==> src/rtl/seq_det_pkg.sv <==
// Shared definitions for the parametrised Moore serial pattern detector:
// default parameters, width helpers and the per-edge action encoding.
package seq_det_pkg;

    // Defaults reproduce the original fixed 0011 detector.
    localparam int          DEFAULT_N       = 4;
    localparam logic [15:0] DEFAULT_PATTERN = 16'b0000_0000_0000_0011;
    localparam int          DEFAULT_CNT_W   = 8;

    // What the detector does with its history on a given clock edge.
    typedef enum logic [1:0] {
        ACT_HOLD    = 2'd0,  // en=0: everything holds
        ACT_LOAD    = 2'd1,  // new pattern loaded, history discarded
        ACT_SAMPLE  = 2'd2,  // w shifted into the history
        ACT_RESTART = 2'd3   // non-overlap after a match: w is the first bit of a fresh history
    } act_e;

    // Ceiling log2 usable in constant expressions; clog2(1) = 0.
    function automatic int clog2(input int value);
        int res;
        int v;
        res = 0;
        v   = value - 1;
        while (v > 0) begin
            res++;
            v = v >> 1;
        end
        return res;
    endfunction

    // Bits needed to hold a state k in 0..n.
    function automatic int state_w(input int n);
        int w;
        w = clog2(n + 1);
        return (w < 1) ? 1 : w;
    endfunction

    // True when state k denotes a complete match of an n-bit pattern.
    function automatic logic at_full(input int k, input int n);
        return (k == n);
    endfunction

endpackage : seq_det_pkg

==> src/rtl/seq_prefix_match.sv <==
// Combinational prefix/suffix matcher: returns the largest j <= hv such that
// the newest j history bits equal the first j pattern bits.
module seq_prefix_match
    import seq_det_pkg::*;
#(
    parameter int N  = DEFAULT_N,
    parameter int KW = state_w(N)
) (
    input  logic [N-1:0]  hist,     // hist[0] is the newest bit
    input  logic [KW-1:0] hv,       // number of valid history bits
    input  logic [N-1:0]  pattern,  // pattern[N-1] is the first bit received
    output logic [KW-1:0] len
);

    // hit[j-1]: the newest j bits are valid and equal the j-bit pattern prefix.
    logic [N-1:0] hit;

    for (genvar j = 1; j <= N; j++) begin : g_cmp
        assign hit[j-1] = (hv >= KW'(j)) && (hist[j-1:0] == pattern[N-1 -: j]);
    end

    // Priority select: later (longer) hits override shorter ones.
    always_comb begin
        // NOTE: give every always_comb output a default first so no path can
        // leave it unassigned and infer a latch.
        len = '0;
        for (int j = 1; j <= N; j++) begin
            if (hit[j-1]) begin
                len = KW'(j);
            end
        end
    end

endmodule : seq_prefix_match

==> src/rtl/seq_det_moore_param.sv <==
// Parametrised Moore serial pattern detector with runtime-loadable pattern,
// selectable overlap, sample enable and a saturating match counter.
// z and state_o are decoded from registered state only.
module seq_det_moore_param
    import seq_det_pkg::*;
#(
    parameter int             N       = DEFAULT_N,
    parameter logic [N-1:0]   PATTERN = N'(DEFAULT_PATTERN),
    parameter int             CNT_W   = DEFAULT_CNT_W
) (
    input  logic                    Clock,
    input  logic                    Resetn,
    input  logic                    en,
    input  logic                    w,
    input  logic                    overlap,
    input  logic                    pat_load,
    input  logic [N-1:0]            pat_in,
    input  logic                    cnt_clr,
    output logic                    z,
    output logic [CNT_W-1:0]        match_cnt,
    output logic [state_w(N)-1:0]   state_o
);

    localparam int              KW      = state_w(N);
    localparam logic [KW-1:0]   K_FULL  = KW'(N);
    localparam logic [CNT_W-1:0] CNT_MAX = '1;

    // Registered state
    logic [N-1:0]     hist_q,    hist_d;
    logic [KW-1:0]    hv_q,      hv_d;
    logic [KW-1:0]    k_q,       k_d;
    logic [N-1:0]     pattern_q, pattern_d;
    logic [CNT_W-1:0] cnt_q,     cnt_d;

    // Candidate values if this edge samples w
    act_e             act;
    logic [N-1:0]     hist_smp;
    logic [KW-1:0]    hv_smp;
    logic [KW-1:0]    k_smp;
    logic             smp_match;

    // Decode what this edge does: pattern load beats sampling; a match in
    // non-overlap mode restarts the history with the current bit.
    always_comb begin
        act = ACT_HOLD;
        if (pat_load) begin
            act = ACT_LOAD;
        end else if (en) begin
            if (at_full(int'(k_q), N) && !overlap) begin
                act = ACT_RESTART;
            end else begin
                act = ACT_SAMPLE;
            end
        end
    end

    // Shifted history and its valid length; on restart only w is valid, and
    // the older bits are masked off by hv.
    always_comb begin
        hist_smp = {hist_q[N-2:0], w};
        if (act == ACT_RESTART) begin
            hv_smp = KW'(1);
        end else if (hv_q == K_FULL) begin
            hv_smp = hv_q;
        end else begin
            hv_smp = hv_q + KW'(1);
        end
    end

    seq_prefix_match #(
        .N  (N),
        .KW (KW)
    ) u_match (
        .hist    (hist_smp),
        .hv      (hv_smp),
        .pattern (pattern_q),
        .len     (k_smp)
    );

    assign smp_match = at_full(int'(k_smp), N);

    // Next-state selection for history, state and pattern.
    always_comb begin
        hist_d    = hist_q;
        hv_d      = hv_q;
        k_d       = k_q;
        pattern_d = pattern_q;
        unique case (act)
            ACT_LOAD: begin
                pattern_d = pat_in;
                hist_d    = '0;
                hv_d      = '0;
                k_d       = '0;
            end
            ACT_SAMPLE, ACT_RESTART: begin
                hist_d = hist_smp;
                hv_d   = hv_smp;
                k_d    = k_smp;
            end
            default: begin
                // ACT_HOLD: keep everything
            end
        endcase
    end

    // Match counter: clear wins over a same-edge match; saturates at all-ones.
    always_comb begin
        cnt_d = cnt_q;
        if (cnt_clr) begin
            cnt_d = '0;
        end else if ((act == ACT_SAMPLE || act == ACT_RESTART) && smp_match
                     && (cnt_q != CNT_MAX)) begin
            cnt_d = cnt_q + CNT_W'(1);
        end
    end

    // State register with synchronous active-low reset.
    always_ff @(posedge Clock) begin
        // NOTE: sequential state uses non-blocking assignments so every flop
        // samples the pre-edge values regardless of statement order.
        if (!Resetn) begin
            hist_q    <= '0;
            hv_q      <= '0;
            k_q       <= '0;
            pattern_q <= PATTERN;
            cnt_q     <= '0;
        end else begin
            hist_q    <= hist_d;
            hv_q      <= hv_d;
            k_q       <= k_d;
            pattern_q <= pattern_d;
            cnt_q     <= cnt_d;
        end
    end

    // Moore outputs decoded from registered state only.
    always_comb begin
        z         = at_full(int'(k_q), N);
        state_o   = k_q;
        match_cnt = cnt_q;
    end

endmodule : seq_det_moore_param

==> config.mk <==
export PLATFORM = sky130hd
export DESIGN_NAME = seq_det_moore_param
export DESIGN_NICKNAME = d
export VERILOG_FILES = /design/src/rtl/seq_det_pkg.sv /design/src/rtl/seq_prefix_match.sv /design/src/rtl/seq_det_moore_param.sv
export SDC_FILE = /design/constraint.sdc
export NUM_CORES = 1
export LEC_CHECK = 0
export CAP_MARGIN = 20
export CORE_UTILIZATION = 53
export CTS_BUF_LIST = sky130_fd_sc_hd__clkbuf_8
export CTS_CLUSTER_DIAMETER = 150
export CTS_CLUSTER_SIZE = 24
export DETAILED_ROUTE_END_ITERATION = 8
export PLACE_DENSITY_LB_ADDON = 0.15
export SYNTH_ARGS = -nofsm -noshare
export SYNTH_HDL_FRONTEND = slang
export SYNTH_SLANG_ARGS = --single-unit
export TNS_END_PERCENT = 100
==> constraint.sdc <==
create_clock -name Clock -period 1.95 [get_ports Clock]
set_input_delay 0.195 -clock Clock [delete_from_list [all_inputs] [get_ports Clock]]
set_output_delay 0.195 -clock Clock [all_outputs]
set_load 0.03 [all_outputs]
==> results.toml <==
[timing]
clock-skew-final_ns = 0.001484
timing.final.hold_violations = 0
setup_viol = 0
final-max-slew-violation-count = 0
rsz0062_at_grt = "no"
fin_crit_ns = 1.829
slew-limit-headroom_pct = 71.42
timing.fmax_ghz = 0.5468
worst_setup_margin_ns = 0.1211
max_slew.worst_pin.slew_ns = 0.4278
layout_worst_path_cycle_share_pct = 93.79

[run_status]
run_status = "complete, no violations"

[placed_design]
dpl_worst_slack_ns = -0.1222
placed_cell_area_sq_um = 1486
buffer_ports.inserted = 22
hpwl_mm = 1.892
gp_routability_congestion = 0.9085
numPlacedInstances = 187

[yosys]
fraction_of_registers_with_async_set_reset_pct = 0
post_synthesis_net_count = 151
yosysSeqAreaShare_pct = 35.04
synth_top_flop_cell = "sky130_fd_sc_hd__dfxtp_1"
ys_ff_latch = 21
ys_types = 40
post_synth_design_cell_area_sq_um = 1200
gate_count_of_the_mapped_netlist = 137
synth-warning-count = 0
avg_inst_size_synth_sq_um = 8.758
number_of_enable_type_register_cells_in_the_synthesized_netlist = 0

[detailed_routing]
drt_wl_total_mm = 2.544
detail_route.drc_violations = 0
antenna_violating_nets_remaining = 0
num_vias = 1069
drt-wirelength-per-cell_um = 13.32
route.detailed.vias_per_inst = 5.597
drt_first_iter_violations = 29
drt_first_pass_iters = 4

[floorplanning]
fp.dieW_um = 49.58
fp.dieArea_sq_um = 2458
die_h_um = 49.58
initial_utilization_pct = 58.76
core_sq_um = 2042
floorplan.rows = 16
design.portCount = 23

[hold_path]
timing.hold.worst_endpoint = "state_o[2]$_SDFFE_PN0P_"
hold-path-cell-count = 2
holdCritStartpoint = "state_o[2]$_SDFFE_PN0P_"
holdCritPathClass = "reg2reg"

[finish]
finish.cell_count_without_fillers = 191
multi_input_comb_area_sq_um = 738.2
areaGrowthSynthToFinish_pct = 28.78
layout.nets = 179
fillers = 157
design_area_sq_um = 1545
final_cell_mix = "sky130_fd_sc_hd__clkdlybuf4s50_1 (22), sky130_fd_sc_hd__dfxtp_1 (20), sky130_fd_sc_hd__nand2_1 (10), sky130_fd_sc_hd__buf_4 (10)"
area.sequential_sq_um = 421.7
drive_gt1_share_pct = 11.59
antenna_cells_inserted = 0
mostFrequentLayoutCell = "sky130_fd_sc_hd__clkdlybuf4s50_1"

[clock_network]
tritoncts = "yes"
h-tree-depth = 1
tritoncts_num_sinks = 21
cts_root_buffer = "sky130_fd_sc_hd__clkbuf_8"
holdBufCountCts = 0
post_cts.resized_instances = 1
cts_inserted_buffers = 3
clock_tree.buffer_depth = 2
insertion_delay_ns = 0.26
postCtsSetupRepairBufs = 0
path_clk_slew_ns = 0.08

[power]
vdd.ir_drop.worst_mv = 0.4948
totalPowerFinal_uw = 846.8
leakage_dissipation_uw = 0.0006151
powerDensity_nw_per_um2 = 548.0

[worst_setup_path]
critical_path.cell_chain = "inv_1 -> ha_1 -> and3b_1 -> nor2_4 -> nand4b_4 -> buf_4 -> o31ai_1 -> a21oi_1"
critPathMaxFanout = 10
worst_path_max_delay_cell = "sky130_fd_sc_hd__dfxtp_1"
worstSetupEndpointType = "register"
worstPathArrival_ns = 1.98
cell_count_of_the_worst_reg_to_reg_path = 8
crit-reg2reg-capture = "match_cnt[7]$_SDFFE_PP0P_"
timing.critical_path.required_ns = 2.10
r2r_setup_slack_ns = 0.12
critical-path-max-stage-delay_ns = 0.35
rr_startpoint = "hv_q[0]$_SDFFE_PN0P_"
crit_path_start_kind = "register"
criticalPathCategory = "reg2reg"

[grt]
gr-usage-all-layers_pct = 23.71
grt_overflow_total = 0
grt_start_max_net_pins = 12
initial_antenna_violation_count = 0
vias_in_the_first_global_route = 1033
grt_pass1_wl_mm = 4.526

[flow_run]
cap_violations = 0
[cell families after synthesis]
family	count (synthesis)	share of synthesized area, %
fa+ha+maj	3	3.129
compound gates	26	14.18
mux	8	6.674
xor+xnor	11	8.030
simple gates	56	27.43
buf+inv	12	5.526
flops	21	35.04
[critical path: cells and delay by family, from the launching register on]
family | cells | cell delay (ns)
AOI/OAI and AO/OA | 2 | 0.33
adders and majority gates | 1 | 0.16
buffers and inverters | 2 | 0.29
DFF | 1 | 0.35
and+or+nand+nor | 3 | 0.58
[where the power goes]
group	switching [uW]	leakage [uW]	internal [uW]
logic	56.6	0.000417	63.3
clock network	141	0.0000269	140
registers	8.50	0.000171	437
total	206	0.000615	640
[cell type report]
| type | count | area share (%) |
|---|---|---|
| inverter | 3 | 0.7287 |
| multi-input combinational | 104 | 47.77 |
| timing repair buffer | 32 | 19.11 |
| sequential | 21 | 27.29 |
| clock buffer | 3 | 2.672 |
| clock inverter | 1 | 0.2429 |
| tap | 27 | 2.186 |
[metrics by stage]
| step | hold WS [ns] | TNS (ns) | util [%] |
|---|---|---|---|
| 3_3_place_gp | 0.4654 | -0.1921 | 72.79 |
| 2_1_floorplan | 0.3235 | 0 | - |
| 6_report | 0.4830 | 0 | 75.67 |
| 4_1_cts | 0.4858 | 0 | 75.43 |
| 3_5_place_dp | 0.4755 | -0.5715 | 72.79 |
| 5_1_grt | 0.5164 | 0 | 75.67 |
[worst max path at each step]
stage,startpoint,to,slack [ns],cells past startpoint
6_report,hv_q[0]$_SDFFE_PN0P_,match_cnt[7]$_SDFFE_PP0P_,0.12,8
5_1_grt,hv_q[0]$_SDFFE_PN0P_,match_cnt[7]$_SDFFE_PP0P_,0.02,8
4_1_cts,hv_q[0]$_SDFFE_PN0P_,match_cnt[7]$_SDFFE_PP0P_,0.04,8
3_5_place_dp,w,match_cnt[7]$_SDFFE_PP0P_,-0.12,7
3_3_place_gp,w,match_cnt[7]$_SDFFE_PP0P_,-0.07,7
2_1_floorplan,state_o[0]$_SDFFE_PN0P_,match_cnt[6]$_SDFFE_PP0P_,0.008,7
[layer usage]
layer	up-vias	GRT usage, %	share of wire (%)
li1	547	-	-
met1	483	31.44	48
met2	35	38.96	45
met3	4	3.086	5.6
met4	0	8.571	1.1
met5	-	0	0
[state kept, by name, indices dropped and copies added, names as in the netlist]
signal and cells:
hist_q 3, state_o 3, pattern_q 4, hv_q 3, match_cnt 8
[synthesized netlist by cell type, drive strengths merged, types with 2 or more instances]
library cell   n  share of area, %
nor3           2              0.83
xnor2          3               2.2
dfxtp         21                35
nor2           9               3.0
nand2         10               3.1
clkbuf         4               1.3
o31ai          2               1.3
nand3          6               2.5
o311a          2               1.7
a21oi          7               2.9
nand2b         6               3.1
nand4          4               2.1
buf            5               3.3
o21ai          5               2.1
xor2           8               5.8
o211ai         3               1.9
a31oi          2               1.0
nor2b          3               1.6
inv            3              0.94
mux2i          8               6.7
or3            6               3.1
ha             3               3.1
No activity file was read; power rests on OpenSTA's default activity.
